### config.mk
export PLATFORM = sky130hd
export DESIGN_NAME = serial_sub_ctrl
export DESIGN_NICKNAME = d
export VERILOG_FILES = /design/src/rtl/serial_sub_ctrl.sv
export SDC_FILE = /design/constraint.sdc
export NUM_CORES = 1
export LEC_CHECK = 0
export BUFFER_PORTS_ARGS = -buffer_cell sky130_fd_sc_hd__buf_4
export CORE_AREA = 5 5 89 58
export DETAILED_ROUTE_END_ITERATION = 7
export DIE_AREA = 0 0 94 63
export PLACE_DENSITY = 0.53
export SLEW_MARGIN = 10
export SYNTH_ARGS = -nofsm -noshare
export SYNTH_HDL_FRONTEND = slang
export SYNTH_SLANG_ARGS = --single-unit
### constraint.sdc
create_clock -name clk -period 1.65 [get_ports clk]
set_input_delay 0.165 -clock clk [delete_from_list [all_inputs] [get_ports clk]]
set_output_delay 0.165 -clock clk [all_outputs]
set_load 0.05 [all_outputs]
### src/rtl/serial_sub_ctrl.sv
// serial_sub_ctrl
//   Bit-serial subtractor controller. A single 1-bit full-subtractor cell is
//   stepped LSB first, one bit per clock, to form diff = a - b - bin
//   (modulo 2^WIDTH) and the final borrow out.
//
//   Optional feature: define SERIAL_SUB_ZFLAG_EN to add output 'zero'
//   (1 when the result is zero; updated with the result, held with diff).
//
// Parameters
//   WIDTH  operand width in bits (2..32), default 8
//
// Ports
//   clk    in   clock, rising edge
//   rst_n  in   asynchronous active-low reset
//   start  in   begin a subtraction (sampled only in IDLE)
//   a, b   in   minuend / subtrahend, captured on an accepted start
//   bin    in   borrow-in, captured on an accepted start
//   busy   out  high while RUN or DONE
//   done   out  one-cycle pulse when diff/bout are valid
//   diff   out  result, held until the next accepted start
//   bout   out  final borrow out, held until the next accepted start
//   zero   out  (SERIAL_SUB_ZFLAG_EN only) diff == 0 flag
module serial_sub_ctrl #(
  parameter int unsigned WIDTH = 8
) (
  input  logic             clk,
  input  logic             rst_n,
  input  logic             start,
  input  logic [WIDTH-1:0] a,
  input  logic [WIDTH-1:0] b,
  input  logic             bin,
  output logic             busy,
  output logic             done,
  output logic [WIDTH-1:0] diff,
  output logic             bout
`ifdef SERIAL_SUB_ZFLAG_EN
  ,
  output logic             zero
`endif
);

  localparam int unsigned CW = (WIDTH > 1) ? $clog2(WIDTH) : 1;
  localparam logic [CW-1:0] LAST = CW'(WIDTH - 1);

  typedef enum logic [1:0] {
    IDLE = 2'd0,
    RUN  = 2'd1,
    DONE = 2'd2
  } state_t;

  state_t           state;
  logic [WIDTH-1:0] a_sr;
  logic [WIDTH-1:0] b_sr;
  logic [WIDTH-1:0] diff_sr;
  logic             borrow;
  logic [CW-1:0]    cnt;
  logic             bout_r;

  // Full-subtractor cell operating on the current LSBs and the borrow reg.
  logic             cell_x;
  logic             cell_y;
  logic             cell_z;
  logic             cell_d;
  logic             cell_b;
  logic [WIDTH-1:0] diff_next;

  always_comb begin
    cell_x    = a_sr[0];
    cell_y    = b_sr[0];
    cell_z    = borrow;
    cell_d    = cell_x ^ cell_y ^ cell_z;
    cell_b    = (~cell_x & cell_y) | (~cell_x & cell_z) | (cell_y & cell_z);
    // Result bits enter from the MSB side so that after WIDTH shifts the
    // first (LSB) bit computed has reached bit 0.
    diff_next = {cell_d, diff_sr[WIDTH-1:1]};
  end

  always_ff @(posedge clk or negedge rst_n) begin
    if (!rst_n) begin
      state   <= IDLE;
      a_sr    <= '0;
      b_sr    <= '0;
      diff_sr <= '0;
      borrow  <= 1'b0;
      cnt     <= '0;
      bout_r  <= 1'b0;
      busy    <= 1'b0;
      done    <= 1'b0;
`ifdef SERIAL_SUB_ZFLAG_EN
      zero    <= 1'b0;
`endif
    end else begin
      case (state)
        IDLE: begin
          done <= 1'b0;
          if (start) begin
            a_sr   <= a;
            b_sr   <= b;
            borrow <= bin;
            cnt    <= '0;
            busy   <= 1'b1;
            state  <= RUN;
          end
        end

        RUN: begin
          diff_sr <= diff_next;
          a_sr    <= a_sr >> 1;
          b_sr    <= b_sr >> 1;
          borrow  <= cell_b;
          cnt     <= cnt + 1'b1;
          if (cnt == LAST) begin
            // Final bit: publish borrow/flag together with the last diff bit
            // so everything is valid in the DONE cycle.
            state  <= DONE;
            done   <= 1'b1;
            bout_r <= cell_b;
`ifdef SERIAL_SUB_ZFLAG_EN
            zero   <= (diff_next == '0);
`endif
          end
        end

        DONE: begin
          done  <= 1'b0;
          busy  <= 1'b0;
          state <= IDLE;
        end

        default: begin
          done  <= 1'b0;
          busy  <= 1'b0;
          state <= IDLE;
        end
      endcase
    end
  end

  assign diff = diff_sr;
  assign bout = bout_r;

endmodule

# After elaboration in Yosys (flattened, before gate mapping)
# Index checks and enable logic that the tools add are counted.
# totals
inputBits	20
rom_bits	0
word_cells	44
ff_bits	33
memories	0
out_inout_bits	11
mem_bits_rw	0
latch_bits	0
# op_classes
magnitude_cmp	0
eq_ne	4
shifts	0
addsub	1
multipliers	0
n_mux	15
div_mod_pow	0
reduce_logical	6
n_bitwise	9
# ops
op	count
$pmux W8 S2	2
$mux W8	2
$reduce_and A2 Y1	4
$pmux W3 S2	1
$mux W1	4
$mux W2	2
$ne A2 B2 Y1 const B	2
$pmux W1 S2	2
$pmux W2 S2	1
$add A3 B1 Y3 const B	1
$and A1 B1 Y1	3
$eq A3 B3 Y1 const B	1
$mux W3	1
$eq A2 B1 Y1 const B	1
$logic_not A2 Y1	1
$not A1 Y1	2
$or A1 B1 Y1	2
$reduce_bool A2 Y1	1
$xor A1 B1 Y1	2

# Longest topological paths before layout
# depth
ltp_word	5
mapped_depth	6
depth_no_buf	4

# Worst setup path after synthesis
# OpenSTA, ideal clock, no wires.
# synth_path
path_type	register -> register
startpoint	reg cnt[0]
endpoint	reg bout_r (netlist: bout)
slack_ns	0.357
required_time_ns	1.525
arrival_time_ns	1.168
path_buffers	0
stages_incl_launch_ff	5
setup_time_ns	0.125
synth_period_minus_slack_ns	1.293
cell_sequence	dfrtp_1 -> ha_1 -> ha_1 -> and2_4 -> mux2_4
# synth_between
elab_chain_cells	2
# synth_lines
item	line	source
start: declaration	56	logic [CW-1:0] cnt;
start signal: assignment	111	cnt <= cnt + 1'b1;
$eq A3 B3 Y1	112	if (cnt == LAST) begin
$reduce_and A2 Y1 (no source line)	n/a	
end signal: assignment	117	bout_r <= cell_b;
end: declaration	57	logic bout_r;
# No other way between the ends.
# A chain may end at the register's enable or synchronous reset.

# Final worst setup path
# layout_path
startpoint	reg state[1]
endpoint	reg bout_r (netlist: bout)
# layout_between
elab_chain_cells	2
# layout_lines
item	line	source
start: declaration	51	state_t state;
start signal: assignment	80	state <= IDLE;
start signal: assignment	102	state <= RUN;
start signal: assignment	115	state <= DONE;
$eq A2 B1 Y1	93	case (state)
$reduce_and A2 Y1 (no source line)	n/a	
# No other way between the ends.

==> flow_summary.toml <==
[run_status]
outcome = "completed"

[critical_path]
cp.required_ns = 1.82
worstPathArrival_ns = 1.56
critPathKind = "register to register"
cp_max_fo = 10
startpoint_type = "register"
crit_path_end_kind = "register"

[pwr]
internal-power_mw = 2.430
switching_share_pct = 40.24
power_frac_seq_pct = 36.3
power_frac_comb_pct = 41.7
ir_worst_vdd_mv = 0.7056
clock_power_share_pct = 22.1
p_leak_nw = 0.8733
switchingPower_mw = 1.636
power_density_nw_per_um2 = 2176

[timing]
slew_headroom_pct = 71.76
fin_setup_tns_ns = 0
fin_ws_ns = 0.2644
maxSlewViolCount = 0
fmax_mhz = 721.7
hold_viol = 0
period_minus_slack_ns = 1.386
fin_crit_sh_pct = 83.98
finalSetupViolCount = 0
fin_hold_ws_ns = 0.1381
rsz0062_at_grt = "no"
tightestPinTransition_ns = 0.4237
clock_skew_ns = 0.008868

[global_route]
grt_max_degree = 34
grt-ovfl-total = 0
grtUsageTotal_pct = 12.18
grt_pass1_vias = 1187
grt_pass1_wl_um = 5568
antenna_found_initial = 0

[layout]
layout_common_cells = "dfrtp_1, buf_4, o22ai_1"
drive_above_1_share_pct = 26.29
num-fill-cells = 428
nNetsFinal = 197
area_delta_synth_final_pct = 27.06
design_area_sq_um = 1868
seq_area_sq_um = 825.8
n_antenna_cell = 0
final_cells = 238
multi_input_area_sq_um = 556.8

[cts]
clk_latency_ns = 0.28
cts_tree = "yes"
cts_max_level = 2
clock_sinks = 33
path_clk_slew_ns = 0.07
cts.path.max_buffers = 2
cts_root_buf = "clkbuf_8"
cts_made_buffers = 5

[place]
place_inst = 229
place_ws_ns = 0.2808
gp_congestion = 0.7239
postPlaceCellArea_sq_um = 1724
dp_hpwl_um = 2245
io_buffers = 30

[detailed_routing]
drt_first_pass_iters = 4
num_vias = 1175
antenna_left = 0
drt-initial-drc-count = 56
viasPerCell = 4.937
wl_per_cell_um = 13.63
drc = 0
routed_wl_um = 3245

[yosys]
syn_area_sq_um = 1470
ys_async_sr_fraction_pct = 100.0
syn_inst = 143
ys_ff_latch = 33
seq_area_frac_synth_pct = 56.17
avgSynthCellArea_sq_um = 10.28
synth_edf_count = 0
synth_nets = 166
ys_types = 24
yosysWarnings = 0
synth-main-ff-cell = "dfrtp_1"

[die]
die_w_um = 94
die-area_sq_um = 5922
boundaryPins = 31
rows = 19
core_sq_um = 4327
die_h_um = 63
initial_core_util_pct = 33.98

[job]
maxCapViolCount = 0

[hold_path]
hold_class = "primary input to register"
## area by class of cell
class | instances | share of cell area (%)
multi-input cells | 96 | 29.81
inverters | 4 | 0.8038
clock inverters | 3 | 3.483
repair buffers | 34 | 13.80
flip-flops and latches | 33 | 44.21
well taps | 63 | 4.220
clock buffers | 5 | 3.684
## layer usage
metal,vias to the layer above,GRT usage [%],part of all wire [%]
li1,582,-,-
met1,562,15.53,50
met2,26,18.83,45
met3,5,4.573,3.8
met4,0,4.324,1.7
met5,-,0,0
## final timing paths
kind / startpoint / to / slack, ns / depth (start not counted)
max: state[1] / bout / 0.26 / 3
min: b[7] / b_sr[7] / 0.14 / 3
max reg2reg: state[1] / bout / 0.26 / 3
min reg2reg: diff[0] / diff[0] / 0.49 / 2
max in group asynchronous: rst_n / state[0] / 0.98 / 2
min in group asynchronous: rst_n / state[1] / 0.37 / 2
## cell families (layout without fill, tap and decap cells)
kind of cell | count (synthesis) | count (layout) | synth area share [%]
flip-flops | 33 | 33 | 56.17
adder cells (fa/ha/maj) | 3 | 3 | 3.064
AND/OR/NAND/NOR | 36 | 36 | 11.66
multiplexers | 1 | 1 | 1.021
buffers and inverters | 14 | 46 | 5.956
AO/OA/AOI/OAI | 56 | 56 | 22.13
## flip-flops by register name (all words and copies together), names as in the netlist
signal and cells:
borrow 1, b_sr 8, cnt 3, a_sr 8
diff 8, busy 1, done 1, bout 1
state 2
## synth_stat cells, types with 2 or more instances
| library cell | n | share of area (%) |
|---|---|---|
| a21oi_1 | 17 | 5.8 |
| a22o_1 | 2 | 1.2 |
| buf_2 | 4 | 1.4 |
| buf_4 | 2 | 1.0 |
| buf_6 | 3 | 2.3 |
| dfrtp_1 | 33 | 56 |
| ha_1 | 2 | 1.7 |
| inv_1 | 3 | 0.77 |
| nand2_1 | 26 | 6.6 |
| nor2_1 | 3 | 0.77 |
| o21ai_0 | 5 | 1.7 |
| o21ai_1 | 2 | 0.68 |
| o22ai_1 | 30 | 13 |
## metrics by stage
stage	total power, mW	utilization [%]
final	4.066	43.18
after global routing	4.347	43.18
after CTS	4.105	43.18
after detailed placement	3.196	39.85
after global placement	3.163	39.85
after floorplan	2.735	-
## what timing repair did
item | 4_1_cts | 5_1_grt
setup buffers | 0 | 0
gates resized for setup | 0 | 0
hold buffers | 1 | 0
hold endpoints to repair | 33 | 0
## critical path, cell delays in order, from the launching register on
cell and delay [ns]:
dfrtp_1 0.51, nor2b_4 0.29, and2_4 0.20, mux2_4 0.28
## power by group through the flow
stage,combinational (mW),sequential (mW),clock [mW]
floorplan,0.901,1.83,0
global placement,1.68,1.48,0
detailed placement,1.71,1.49,0
CTS,1.71,1.47,0.920
global route,1.85,1.53,0.962
finish,1.69,1.47,0.897
(Power assumes the default switching activity.)
